<file path="src/rtl/seg_cmd_ctrl.sv">
// Command parser and multiplexed 7-segment driver fed by already-synchronised SPI bytes.
// Latency: buffer writes land on the rx_valid edge; seg/dp/dig_en follow one clk later.
// Backpressure: none. Every rx_valid byte is consumed in the cycle it is presented.
//
// Ports:
//   clk, rst_n   system clock, synchronous active-low reset
//   frame_start  one-cycle pulse at chip-select assertion; aborts a partial command
//   rx_valid     one-cycle strobe qualifying rx_data
//   rx_data      received byte (command or data)
//   seg, dp      registered segment bus {g,f,e,d,c,b,a} and decimal point, active high
//   dig_en       registered one-hot digit enable, active high, gated by the enable mask
//   cmd_err      sticky protocol error flag
module seg_cmd_ctrl #(
  parameter int NUM_DIGITS = 4,
  parameter int SCAN_DIV   = 1024
) (
  input  logic                  clk,
  input  logic                  rst_n,
  input  logic                  frame_start,
  input  logic                  rx_valid,
  input  logic [7:0]            rx_data,
  output logic [6:0]            seg,
  output logic                  dp,
  output logic [NUM_DIGITS-1:0] dig_en,
  output logic                  cmd_err
);

  localparam int IDXW = (NUM_DIGITS > 1) ? $clog2(NUM_DIGITS) : 1;
  localparam int CNTW = $clog2(SCAN_DIV);

  localparam logic [3:0] OP_CLEAR_ERR = 4'h0;
  localparam logic [3:0] OP_WRITE_RAW = 4'h1;
  localparam logic [3:0] OP_WRITE_HEX = 4'h2;
  localparam logic [3:0] OP_BLANK_ALL = 4'h3;
  localparam logic [3:0] OP_SET_MASK  = 4'h4;

  typedef enum logic {IDLE, WAIT_DATA} state_t;

  state_t                state;
  logic [3:0]            lat_op;
  logic [3:0]            lat_idx;
  logic [7:0]            digit_buf [NUM_DIGITS];
  logic [NUM_DIGITS-1:0] mask;
  logic [IDXW-1:0]       scan_idx;
  logic [CNTW-1:0]       scan_cnt;
  logic                  idx_ok;

  // The command index field is 4 bits wide; digits beyond NUM_DIGITS do not exist.
  assign idx_ok = ({28'd0, lat_idx} < NUM_DIGITS);

  function automatic logic [6:0] hex7(input logic [3:0] n);
    case (n)
      4'h0: hex7 = 7'h3F;
      4'h1: hex7 = 7'h06;
      4'h2: hex7 = 7'h5B;
      4'h3: hex7 = 7'h4F;
      4'h4: hex7 = 7'h66;
      4'h5: hex7 = 7'h6D;
      4'h6: hex7 = 7'h7D;
      4'h7: hex7 = 7'h07;
      4'h8: hex7 = 7'h7F;
      4'h9: hex7 = 7'h6F;
      4'hA: hex7 = 7'h77;
      4'hB: hex7 = 7'h7C;
      4'hC: hex7 = 7'h39;
      4'hD: hex7 = 7'h5E;
      4'hE: hex7 = 7'h79;
      default: hex7 = 7'h71;
    endcase
  endfunction

  // Parser FSM plus the state it owns (buffers, mask, error flag).
  always_ff @(posedge clk) begin
    if (!rst_n) begin
      state   <= IDLE;
      lat_op  <= 4'h0;
      lat_idx <= 4'h0;
      mask    <= '1;
      cmd_err <= 1'b0;
      for (int i = 0; i < NUM_DIGITS; i++) digit_buf[i] <= 8'h00;
    end else begin
      if (frame_start) state <= IDLE;
      if (rx_valid) begin
        // A frame_start in the same cycle aborts first, so the byte is a fresh command.
        if (state == WAIT_DATA && !frame_start) begin
          state <= IDLE;
          case (lat_op)
            OP_WRITE_RAW, OP_WRITE_HEX: begin
              if (idx_ok) begin
                for (int i = 0; i < NUM_DIGITS; i++) begin
                  if (lat_idx == 4'(i)) begin
                    digit_buf[i] <= (lat_op == OP_WRITE_RAW) ? rx_data
                                                             : {rx_data[7], hex7(rx_data[3:0])};
                  end
                end
              end else begin
                cmd_err <= 1'b1;
              end
            end
            OP_SET_MASK: mask <= NUM_DIGITS'(rx_data);
            default: ;
          endcase
        end else begin
          case (rx_data[7:4])
            OP_CLEAR_ERR: cmd_err <= 1'b0;
            OP_BLANK_ALL: begin
              for (int i = 0; i < NUM_DIGITS; i++) digit_buf[i] <= 8'h00;
            end
            OP_WRITE_RAW, OP_WRITE_HEX, OP_SET_MASK: begin
              lat_op  <= rx_data[7:4];
              lat_idx <= rx_data[3:0];
              state   <= WAIT_DATA;
            end
            default: cmd_err <= 1'b1;
          endcase
        end
      end
    end
  end

  // Scan timebase and registered display outputs. Masked digits keep driving
  // seg/dp from the buffer; only their enable is suppressed.
  always_ff @(posedge clk) begin
    if (!rst_n) begin
      scan_cnt <= '0;
      scan_idx <= '0;
      seg      <= 7'h00;
      dp       <= 1'b0;
      dig_en   <= '0;
    end else begin
      if (scan_cnt == CNTW'(SCAN_DIV - 1)) begin
        scan_cnt <= '0;
        scan_idx <= (scan_idx == IDXW'(NUM_DIGITS - 1)) ? '0 : scan_idx + 1'b1;
      end else begin
        scan_cnt <= scan_cnt + 1'b1;
      end
      dig_en <= (NUM_DIGITS'(1) << scan_idx) & mask;
      seg    <= digit_buf[scan_idx][6:0];
      dp     <= digit_buf[scan_idx][7];
    end
  end

endmodule
</file>
<file path="config.mk">
export PLATFORM = sky130hd
export DESIGN_NAME = seg_cmd_ctrl
export DESIGN_NICKNAME = d
export VERILOG_FILES = /design/src/rtl/seg_cmd_ctrl.sv
export SDC_FILE = /design/constraint.sdc
export NUM_CORES = 1
export LEC_CHECK = 0
export ABC_AREA = 1
export CORE_ASPECT_RATIO = 0.9
export CORE_MARGIN = 10
export CORE_UTILIZATION = 52
export CTS_BUF_LIST = sky130_fd_sc_hd__clkbuf_16
export CTS_CLUSTER_DIAMETER = 60
export DETAILED_ROUTE_END_ITERATION = 8
export PLACE_DENSITY = 0.75
export SLEW_MARGIN = 10
export SYNTH_ARGS = -nofsm -noshare
export SYNTH_HDL_FRONTEND = slang
export SYNTH_SLANG_ARGS = --single-unit
</file>
<file path="constraint.sdc">
create_clock -name clk -period 1.6 [get_ports clk]
set_clock_uncertainty 0.15 [all_clocks]
set_input_delay 0.32 -clock clk [delete_from_list [all_inputs] [get_ports clk]]
set_output_delay 0.32 -clock clk [all_outputs]
set_load 0.02 [all_outputs]
</file>
After elaboration in Yosys (flattened, before gate mapping)
Memory sizes are Yosys's and may differ from the RTL's. A register that Yosys moved wholly into a read port is not among the register bits.
Index checks and enable logic that the tools add are counted.

storage, ports and cells
  register bits = 30
  memories = 5
  bits in read-only memories = 448
  word-level logic and storage cells = 134
  bits of input ports = 12
  RAM bits = 32

memories
  memory           words  bits a word  read ports  clocked after Yosys merged registers in  write ports  RTL line  source
  (no name shown)  16     7            1           0                                        0            52        case (n)
  (no name shown)  16     7            1           0                                        0            52
  (no name shown)  16     7            1           0                                        0            52
  (no name shown)  16     7            1           0                                        0            52
  digit_buf        4      8            1           1                                        4            42        logic [7:0] digit_buf [NUM_DIGITS];

cells by class
  shift-type cells = 1
  equal/unequal tests = 15
  bitwise gates (word level) = 11
  reduce and logical (&&, ||, !) cells = 12
  add/subtract/negate cells = 2
  muxes and demuxes = 79
  order comparisons = 1

operator list
  kind                     count
  $mux W7                  28
  $mux W8                  8
  $mux W1                  41
  $eq A4 B2 Y1 const B     5
  $eq A4 B1 Y1 const B     3
  $add A10 B1 Y10 const B  1
  $eq A10 B10 Y1 const B   1
  $eq A4 B3 Y1 const B     2
  $logic_not A4 Y1         2
  $or A1 B1 Y1             8
  $reduce_and A3 Y1        2
  $and A4 B4 Y4            1
  $lt A4 B3 Y1 const B     1
  $ne A2 B1 Y1 const B     2
  $reduce_and A4 Y1        1
  $reduce_or A2 Y1         2
  $reduce_or A4 Y1         1
  $shl A1 B2 Y4 const A    1
  $reduce_or A3 Y1         1
  $add A2 B1 Y2 const B    1
  $eq A2 B2 Y1 const B     1
  $logic_not A1 Y1         2
  $mux W2                  1
  $ne A2 B2 Y1 const B     1
  3 further kinds          4

Logic depth before layout (Yosys ltp)
Gate-level depths: netlist of the first run.

  word-level depth = 10
  depth in mapped cells = 10
  mapped depth without buffers = 10

Worst setup path after synthesis of the first run
OpenSTA, ideal clock, no wires.

  path type = register to register
  start = register lat_op[0]
  end = memory digit_buf[2][0] (enable)
  data required time = 1.121 ns
  setup slack = -0.040 ns
  cell stages (with the launch flop) = 7
  path buffers = 0
  clock period less this slack = 1.640 ns
  arrival time = 1.161 ns
  path through = dfxtp_1 -> inv_1 -> nor2_2 -> nand2_4 -> nand2_4 -> nand4_2 -> nand2_1

RTL lines
  item                    RTL line  source
  start, declared         40        logic [3:0] lat_op;
  start signal, assigned  110       lat_op <= rx_data[7:4];
  end, declared           42

==> results of run 1 <==
-- sequential cells by signal, indices dropped and copies added, names as in the netlist, 2 cells and up --
signal,flops
lat_idx,4
digit_buf,32
mask,4
seg,7
dig_en,4
scan_idx,2
lat_op,4
scan_cnt,10
-- power by group --
| group | total, mW | internal [mW] | switching (mW) |
|---|---|---|---|
| clock network | 2.10 | 1.35 | 0.749 |
| registers | 1.87 | 1.84 | 0.0264 |
| logic | 0.464 | 0.173 | 0.291 |
-- metrics by stage --
step | power [mW] | area (um2)
final | 4.44 | 4760
after global routing | 4.55 | 4760
after CTS | 4.34 | 4460
after detailed placement | 2.28 | 4090
after global placement | 2.27 | 4090
after floorplan | 2.10 | 3380
-- final cells by class --
class | instances | area (um2) | share of cell area
clock buffers | 9 | 225 | 0.0473
clock inverters | 7 | 90.1 | 0.0189
inverters | 43 | 170 | 0.0357
multi-input cells | 318 | 1870 | 0.393
flip-flops and latches | 70 | 1570 | 0.330
well taps | 87 | 109 | 0.0228
repair buffers | 79 | 727 | 0.153
-- routing by layer --
metal | wire length [um] | up-vias | track usage
met5 | 0 | - | 0
met4 | 563 | 0 | 0.0856
met3 | 915 | 57 | 0.0609
met2 | 5240 | 208 | 0.301
met1 | 3920 | 1604 | 0.197
li1 | - | 1591 | -
-- worst paths after layout --
check,to
max reg2reg,digit_buf[0][5]$_SDFFE_PP0P_
min,lat_idx[2]$_SDFFE_PN0P_
max,digit_buf[0][5]$_SDFFE_PP0P_
min reg2reg,dig_en[0]$_SDFF_PN0_
-- critical path: cells and delay by family, from the launching register on --
family / cells / cell delay [ps]
DFF: 1 / 340
and+or+nand+nor: 6 / 580
AOI/OAI and AO/OA: 1 / 150
buffers and inverters: 3 / 310
-- cells by family (layout without fill, tap and decap cells) --
logic type               count (synthesis)  in the layout  synth area share
buffers and inverters                   56            138            0.0685
XOR/XNOR                                 5              5            0.0130
flip-flops                              70             70             0.462
AND/OR/NAND/NOR                        238            239             0.316
adder cells (fa/ha/maj)                 12             12            0.0445
AO/OA/AOI/OAI                           62             62            0.0952
-- synth_stat cells --
cell type  number  area share
a21oi_1        33       0.049
a31oi_1         1      0.0019
and3_1          1      0.0019
buf_2           8       0.012
buf_4           1      0.0022
buf_6           1      0.0033
clkbuf_1        3      0.0033
clkinv_1        1      0.0011
dfxtp_1        54        0.32
edfxtp_1       16        0.14
ha_1           12       0.044
inv_1          40       0.044
inv_2           2      0.0022
nand2_1        94        0.10
nand2_2         3      0.0056
nand2_4         3       0.010
nand3_1        36       0.053
nand3_4         1      0.0052
nand4_1         4      0.0074
nand4_2         1      0.0037
nor2_1         80       0.089
nor2_2          4      0.0074
nor2_4          2      0.0067
nor2_8          1      0.0059
nor3_1          4      0.0059
nor3_2          2      0.0059
nor3b_1         1      0.0022
o211ai_1        4      0.0089
o21ai_0        24       0.036
or2_2           1      0.0019
xnor2_1         2      0.0052
xor2_1          3      0.0078
-- repair_timing --
action	in CTS	in global routing
gates resized for setup	44	80
buffers inserted	1	2
endpoints found under the setup margin	70	59
gates cloned	1	1
hold buffers	0	0
pin swaps	16	25
==> flow_metrics.tcl, run 1 <==
set metrics [dict create \
    clk-insertion-delay-late_ps 330 \
    fin_ws_ps -30.1 \
    crit_path_start "lat_op[1]$_SDFFE_PN0P_" \
    finalCritPeriodShare 1.02 \
    fin_setup_tns_ps -180 \
    cts_buffer_depth 2 \
    fmax_ghz 0.613 \
    die_y_um 96.5 \
    drive_gt1_frac 0.310 \
    crit_path_end_kind "flop" \
    min_path_cells 3 \
    grt_pass1_wl_mm 14.4 \
    root_buffer "clkbuf_16" \
    r2r_cells 10 \
    io_pins 25 \
    required_ps 1700 \
    cp_slowest_stage_delay_ps 340 \
    dpl.cell_count 593 \
    max_slew_margin 0.646 \
    period_minus_slack_ps 1630 \
    crit_top_cell "nand2_2" \
    cellPowerDensity_nw_per_um2 931 \
    hp-start "rx_data[2]" \
    syn-num-nets 467 \
    antenna_found_initial 0 \
    rows 27 \
    ys_types 32 \
    area_growth_pct 41.1 \
    via_count 3460 \
    worst_pin_slew_ps 530 \
    fin_cells 613 \
    clkSlewWorstSetupHoldPaths_ps 50 \
    io_buffers 24 \
    mostFrequentLayoutCells "nand2_1 (69), nor2_1 (69), dfxtp_1 (48), buf_4 (42), nand3_1 (31)" \
    grt_max_degree 21 \
    fill_cells 435 \
    grt-ovfl-total 0 \
    synth_seq_cells 70 \
    cts_max_level 3 \
    numClockSinks 70 \
    core-area_um2 6220 \
    hold_ws_ps 242 \
    post-route-util 0.767 \
    fin_nets 545 \
    wirelength_mm 10.6 \
    tritoncts "built" \
    ir_drop_mv 0.669 \
    worstPathArrival_ps 1730 \
    avgSynthCellArea_um2 7.62 \
    cts_buffers 9 \
    synth_area_um2 3380 \
    grtUsageTotal 0.176 \
    start_util 0.543 \
    crit_path_max_fanout 8 \
    rsz0062_at_grt "yes" \
    yosysSeqAreaShare 0.462 \
    post-place-ws_ps -483 \
    finalSetupViolCount 15 \
    crit_path_start_kind "flop" \
    hp-class "in -> reg" \
    final_antenna_net_count 0 \
    first_iter_violations 298 \
    routabilityCongestion 0.917 \
    antenna_cells 0 \
    grt_pass1_vias 3153 \
    hpwl_mm 6.14 \
    status "complete, but fails checks" \
    yosys_warnings 0 \
    drcViolationCount 0 \
    violations "setup timing" \
    reg2reg_slack_ps -30 \
    hold_viol_final 0 \
    criticalPathCategory "reg -> reg" \
    maxSlewViolCount 0 \
    regToRegStartpoint "lat_op[1]$_SDFFE_PN0P_" \
    dieArea_um2 10100 \
    worstPathCellList "inv_1 -> nor2_2 -> nand2_2 -> nand2_8 -> buf_6 -> nand2_2 -> nor2_4 -> buf_12 -> nand2_2 -> a21oi_1" \
    viasPerCell 5.64 \
    dieWidth_um 105 \
    wl_per_cell_um 17.4 \
    cap_violations 0 \
    syn-instance-count 443 \
    leakage_nw 2.11 \
    cp_slowest_cell "dfxtp_2" \
    dr.pass1.iters 5 \
]
No activity file was read; power rests on OpenSTA's default activity.
==> run 2, diff against run 1 <==
SLEW_MARGIN = 20   (was 10)
==> results of run 2 <==
The final DEF is identical to that of run 1; final timing and power are the same.
